`config.mk`:
```
export PLATFORM = sky130hd
export DESIGN_NAME = instr_fetch_flat
export DESIGN_NICKNAME = d
export VERILOG_FILES = /design/src/rtl/fetch_pkg.sv /design/src/rtl/instr_fetch_if.sv /design/src/rtl/jump_lut.sv /design/src/rtl/instr_fetch.sv /design/src/flat_wrapper.sv
export SDC_FILE = /design/constraint.sdc
export NUM_CORES = 1
export LEC_CHECK = 0
export CAP_MARGIN = 20
export CORE_UTILIZATION = 50
export CTS_CLUSTER_DIAMETER = 80
export CTS_CLUSTER_SIZE = 12
export DETAILED_ROUTE_END_ITERATION = 8
export PLACE_DENSITY = 0.87
export SYNTH_ARGS = -nofsm -noshare
export SYNTH_HDL_FRONTEND = slang
export SYNTH_SLANG_ARGS = --single-unit
```
`constraint.sdc`:
```
create_clock -name Clk -period 4.58 [get_ports Clk]
set_input_delay 1.145 -clock Clk [delete_from_list [all_inputs] [get_ports Clk]]
set_output_delay 1.145 -clock Clk [all_outputs]
set_load 0.02 [all_outputs]
```
`src/rtl/fetch_pkg.sv`:
```
// Shared types and constants for the instruction-fetch stage: state encoding,
// halt encoding and the jump-target table.
package fetch_pkg;

   localparam int PC_W    = 10;
   localparam int INSTR_W = 9;
   localparam int LUT_W   = 5;
   localparam int LUT_N   = 1 << LUT_W;

   localparam logic [INSTR_W-1:0] HALT_INSTR = 9'h1FF;

   typedef enum logic [1:0] {
      IDLE = 2'd0,
      LOAD = 2'd1,
      RUN  = 2'd2,
      HALT = 2'd3
   } state_t;

   typedef logic [PC_W-1:0] lut_t [LUT_N];

   // Default jump-target table; per-program tables override the jump_lut parameter.
   localparam lut_t JUMP_LUT = '{
      10'd0,
      10'd16,
      10'd32,
      10'd48,
      10'd64,
      10'd200,
      10'd300,
      10'd1023,
      10'd128,
      10'd10,
      10'd160,
      10'd176,
      10'd192,
      10'd208,
      10'd224,
      10'd240,
      10'd256,
      10'd272,
      10'd288,
      10'd304,
      10'd320,
      10'd336,
      10'd352,
      10'd368,
      10'd384,
      10'd400,
      10'd416,
      10'd432,
      10'd448,
      10'd464,
      10'd480,
      10'd496
   };

   // Jump always redirects; a branch redirects only when the ALU reports equality.
   function automatic logic take_target(input logic branch,
                                        input logic jump,
                                        input logic zero);
      return jump | (branch & zero);
   endfunction

endpackage

```
`src/rtl/instr_fetch_if.sv`:
```
// Fetch-stage bus: ROM address/data toward the instruction memory, and the
// instruction/decoder feedback loop toward the control decoder.
interface instr_fetch_if;
   import fetch_pkg::*;

   logic [PC_W-1:0]    rom_addr;
   logic [INSTR_W-1:0] rom_data;
   logic [INSTR_W-1:0] instr;
   logic               Branch;
   logic               Jump;
   logic               Zero;

   modport master (
      output rom_addr,
      output instr,
      input  rom_data,
      input  Branch,
      input  Jump,
      input  Zero
   );

   modport slave (
      input  rom_addr,
      input  instr,
      output rom_data,
      output Branch,
      output Jump,
      output Zero
   );

endinterface

```
`src/rtl/jump_lut.sv`:
```
// Combinational jump-target lookup; the table is a parameter so each program
// can bring its own targets.
module jump_lut
   import fetch_pkg::*;
#(
   parameter lut_t TABLE = JUMP_LUT
) (
   input  logic [LUT_W-1:0] idx,
   output logic [PC_W-1:0]  target
);

   assign target = TABLE[idx];

endmodule

```
`src/rtl/instr_fetch.sv`:
```
// PC sequencer and instruction-fetch stage: Start/Done program handshake,
// next-PC selection from decoder feedback, and a saturating RUN-cycle counter.
module instr_fetch
   import fetch_pkg::*;
#(
   parameter int CNT_W = 16
) (
   input  logic             Clk,
   input  logic             Reset,
   input  logic             Start,
   instr_fetch_if.master    bus,
   output logic             Done,
   output logic [CNT_W-1:0] cycles,
   output state_t           state_dbg
);

   // Program handshake: Start held high parks the stage in LOAD (PC=0, counter
   // and Done cleared); the cycle after LOAD sees Start low is the first fetch
   // at PC 0. Done rises the cycle after HALT_INSTR is fetched and stays high
   // until the next Start. Start is ignored while running.

   state_t             state_q, state_d;
   logic [PC_W-1:0]    pc_q, pc_d;
   logic [PC_W-1:0]    next_pc;
   logic [PC_W-1:0]    lut_target;
   logic [CNT_W-1:0]   cnt_q, cnt_d;
   logic [CNT_W-1:0]   cnt_inc;
   logic               done_q, done_d;
   logic               halt_fetch;

   jump_lut u_jump_lut (
      .idx    (bus.rom_data[LUT_W-1:0]),
      .target (lut_target)
   );

   assign halt_fetch = (bus.rom_data == HALT_INSTR);
   assign cnt_inc    = (cnt_q == {CNT_W{1'b1}}) ? cnt_q : cnt_q + CNT_W'(1);

   // PC+1 wraps naturally at the PC width.
   always_comb begin
      next_pc = pc_q + PC_W'(1);
      if (take_target(bus.Branch, bus.Jump, bus.Zero)) begin
         next_pc = lut_target;
      end
   end

   always_comb begin
      state_d = state_q;
      pc_d    = pc_q;
      cnt_d   = cnt_q;
      done_d  = done_q;
      case (state_q)
         IDLE: begin
            pc_d = '0;
            if (Start) begin
               state_d = LOAD;
               cnt_d   = '0;
               done_d  = 1'b0;
            end
         end
         LOAD: begin
            pc_d   = '0;
            cnt_d  = '0;
            done_d = 1'b0;
            if (!Start) begin
               state_d = RUN;
            end
         end
         RUN: begin
            cnt_d = cnt_inc;
            // A halt fetch freezes the PC on the halt address.
            if (halt_fetch) begin
               state_d = HALT;
               done_d  = 1'b1;
            end else begin
               pc_d = next_pc;
            end
         end
         HALT: begin
            if (Start) begin
               state_d = LOAD;
               pc_d    = '0;
               cnt_d   = '0;
               done_d  = 1'b0;
            end
         end
         default: begin
            state_d = IDLE;
            pc_d    = '0;
            cnt_d   = '0;
            done_d  = 1'b0;
         end
      endcase
   end

   always_ff @(posedge Clk) begin
      if (Reset) begin
         state_q <= IDLE;
         pc_q    <= '0;
         cnt_q   <= '0;
         done_q  <= 1'b0;
      end else begin
         state_q <= state_d;
         pc_q    <= pc_d;
         cnt_q   <= cnt_d;
         done_q  <= done_d;
      end
   end

   assign bus.rom_addr = pc_q;
   assign bus.instr    = bus.rom_data;
   assign Done         = done_q;
   assign cycles       = cnt_q;
   assign state_dbg    = state_q;

endmodule
```
`src/flat_wrapper.sv`:
```
// flat-port wrapper written by rule: the top's interface ports become plain ports
module instr_fetch_flat import fetch_pkg::*;
#(
   parameter int CNT_W = 16
)
  (Clk, Reset, Start, Done, cycles, state_dbg, bus_rom_addr, bus_instr, bus_rom_data, bus_Branch, bus_Jump, bus_Zero);
  instr_fetch_if bus_i ();
  input  logic Clk;
  input  logic Reset;
  input  logic Start;
  output logic Done;
  output logic [CNT_W-1:0] cycles;
  output state_t state_dbg;
  output wire logic [$bits(bus_i.rom_addr)-1:0] bus_rom_addr;
  output wire logic [$bits(bus_i.instr)-1:0] bus_instr;
  input wire logic [$bits(bus_i.rom_data)-1:0] bus_rom_data;
  input wire logic [$bits(bus_i.Branch)-1:0] bus_Branch;
  input wire logic [$bits(bus_i.Jump)-1:0] bus_Jump;
  input wire logic [$bits(bus_i.Zero)-1:0] bus_Zero;
  assign bus_rom_addr = bus_i.rom_addr;
  assign bus_instr = bus_i.instr;
  assign bus_i.rom_data = bus_rom_data;
  assign bus_i.Branch = bus_Branch;
  assign bus_i.Jump = bus_Jump;
  assign bus_i.Zero = bus_Zero;
  instr_fetch #(.CNT_W(CNT_W)) u_core (.Clk(Clk), .Reset(Reset), .Start(Start), .bus(bus_i), .Done(Done), .cycles(cycles), .state_dbg(state_dbg));
endmodule
```
==> flow_summary.yaml <==
sta:
  tightestPinTransition_ns: 1.06
  setup_viol: 0
  finalMaxSlewViolations: 0
  skew_ns: 0.00350
  max_freq_mhz: 273
  rsz0062_at_grt: "false"
  hold_viol_final: 0
  setup_tns_ns: 0
  holdWs_ns: 0.481
  layout_min_cycle_time_ns: 3.66
  finalCritPeriodShare_pct: 79.9
  slew_headroom_pct: 28.3
detailed_routing:
  firstDrtPassIters: 4
  wl_per_cell_um: 13.8
  vias: 1779
  viasPerCell: 5.70
  first_iter_violations: 116
  ant_nets: 0
  drcViolationCount: 0
  wl_um: 4320
finish:
  mostFrequentLayoutCell: "clkdlybuf4s50_1"
  layout-drive-gt1-share_pct: 7.52
  area_growth_pct: 28.7
  final_cell_mix: "clkdlybuf4s50_1 (52), dfxtp_1 (29), nor2_1 (28)"
  stdcell_area_sq_um: 2390
  nets: 286
  num_antenna_cells: 0
  fin_util_pct: 69.6
  nFillCells: 285
global_routing:
  track_usage_pct: 23.4
  grt_pass1_wl_um: 7410
  grt_overflow: 0
  grt_pass1_vias: 1629
  grt_max_degree: 18
  antenna_found_initial: 0
worst_setup_path:
  cp-end-kind: "primary output"
  slowest_delay_ns: 0.69
  path_buf_inv: 2
  critPathLaunchType: "input pin"
  crit_top_cell: "clkdlybuf4s50_1"
  critical_path_class: "input pin to primary output"
  cp_cell_sequence: "clkdlybuf4s50_1 > clkdlybuf4s50_1"
  crit_required_ns: 3.43
  worstPathArrival_ns: 2.51
  slowest_stage: "clkdlybuf4s50_1"
  crit_fanout: 10
  r2r_start: "u_core.state_dbg[1]"
  crit_family: "buffers and inverters"
  cp-startpoint: "bus_rom_data[2]"
pwr:
  p_leak_nw: 0.813
  vdd_drop_max_v: 0.000288
  p_per_area_nw_per_um2: 318
synthesis:
  synth_fp_nets: 247
  ys_types: 53
  synthesis.instances: 227
  synth_edf_count: 0
  synth_ff_type: "dfxtp_1"
  yosysWarnings: 0
  seq_area_frac_synth_pct: 31.2
  ys_ff_latch: 29
  netlist_area_sq_um: 1860
  avgSynthCellArea_sq_um: 8.20
  ys_async_sr_fraction_pct: 0
clock_tree:
  ctsResizeCount: 0
  clock_sinks: 29
  cts_setup_buffers: 0
  cts_max_level: 2
  hold_buffers: 0
  cts_tree: "done"
  clockBufferDepth: 2
  cts_made_buffers: 5
  worstSkewPairLatency_ns: 0.28
  root_buffer: "clkbuf_8"
  path_clk_slew_ns: 0.06
place:
  dpl.hpwl_um: 3210
  numPortBuffers: 52
  placed_cell_area_sq_um: 2310
  gp_congestion: 0.878
floorplan:
  start_util_pct: 54.1
  core_sq_um: 3440
  rows: 21
  die_x_um: 63
  die-area_sq_um: 3970
  die_h_um: 63
  io_pins: 53
hold_path:
  min-delay-start: "u_core.Done"
  min_path_type: "flop to flop"
job:
  drv_cap: 0
outcome:
  status: "finished, final reports clean"
-- area by class of cell --
class / instances / area (sq um) / area share, %
clock buffers: 7 / 86.3 / 3.61
inverters: 9 / 33.8 / 1.41
multi-input cells: 168 / 1110 / 46.3
flip-flops and latches: 29 / 581 / 24.2
well taps: 46 / 57.6 / 2.40
repair buffers: 53 / 528 / 22.0
-- path summary, 6_finish.rpt --
check	cells after the start	end	slack, ns
min	2	u_core.Done	0.48
min reg2reg	2	u_core.Done	0.48
max	2	bus_instr[2]	0.92
max reg2reg	5	u_core.bus.rom_addr[3]	2.29
-- where the power goes --
group / total [mW] / internal, mW / switching (mW)
Combinational: 0.253 / 0.106 / 0.147
Clock: 0.208 / 0.119 / 0.0895
Sequential: 0.300 / 0.272 / 0.0276
-- cell families after synthesis --
family                     after synthesis  share of synthesized area [%]
and+or+nand+nor                         93                           28.4
buffers and inverters                   30                           9.21
muxes                                    1                          0.538
adders and majority gates                5                           3.36
AOI/OAI and AO/OA                       52                           19.2
DFF                                     29                           31.2
xor gates and xnor gates                17                           8.00
-- Yosys cell counts, types with 2 or more instances --
library cell | instances | area share, %
and4_1 | 2 | 0.94
clkbuf_1 | 3 | 0.61
nand3_1 | 10 | 2.7
nand4_1 | 5 | 1.7
buf_2 | 4 | 1.1
nor3_1 | 3 | 0.81
a211oi_1 | 7 | 2.8
and3_1 | 2 | 0.67
a31oi_1 | 3 | 1.0
ha_1 | 5 | 3.4
buf_4 | 12 | 4.8
nor4_1 | 5 | 1.7
o21ai_0 | 8 | 2.2
xnor2_1 | 15 | 7.1
nor2_1 | 28 | 5.6
or2b_1 | 3 | 1.2
a41oi_1 | 2 | 0.94
nand2b_1 | 3 | 1.0
xor2_1 | 2 | 0.94
o211ai_1 | 2 | 0.81
o32ai_1 | 2 | 0.94
a22oi_1 | 2 | 0.81
inv_1 | 9 | 1.8
nand2_1 | 16 | 3.2
nand3b_1 | 3 | 1.2
dfxtp_1 | 29 | 31
nand3_2 | 2 | 1.1
a21oi_1 | 15 | 4.0
-- per-layer routing --
metal / routed length (um) / global-route usage (%) / up-vias
met1: 2050 / 31.0 / 851
met3: 163 / 4.38 / 8
met2: 2060 / 37.2 / 33
met5: 0 / 0 / -
li1: - / - / 887
met4: 46 / 9.30 / 0
-- metrics by stage --
stage | cells | setup slack, ns | total power, mW
6_report | 312 | 0.920 | 0.761
5_1_grt | 312 | 0.888 | 0.807
4_1_cts | 312 | 0.932 | 0.762
3_5_place_dp | 305 | 0.932 | 0.556
3_3_place_gp | 305 | 0.960 | 0.552
2_1_floorplan | 227 | 2.16 | 0.476
-- sequential cells by signal, indices dropped and copies added (netlist names) --
name	flops
u_core.cycles	16
u_core.Done	1
u_core.state_dbg	2
u_core.bus.rom_addr	10
Note: power is estimated with default switching activity, not from simulation.
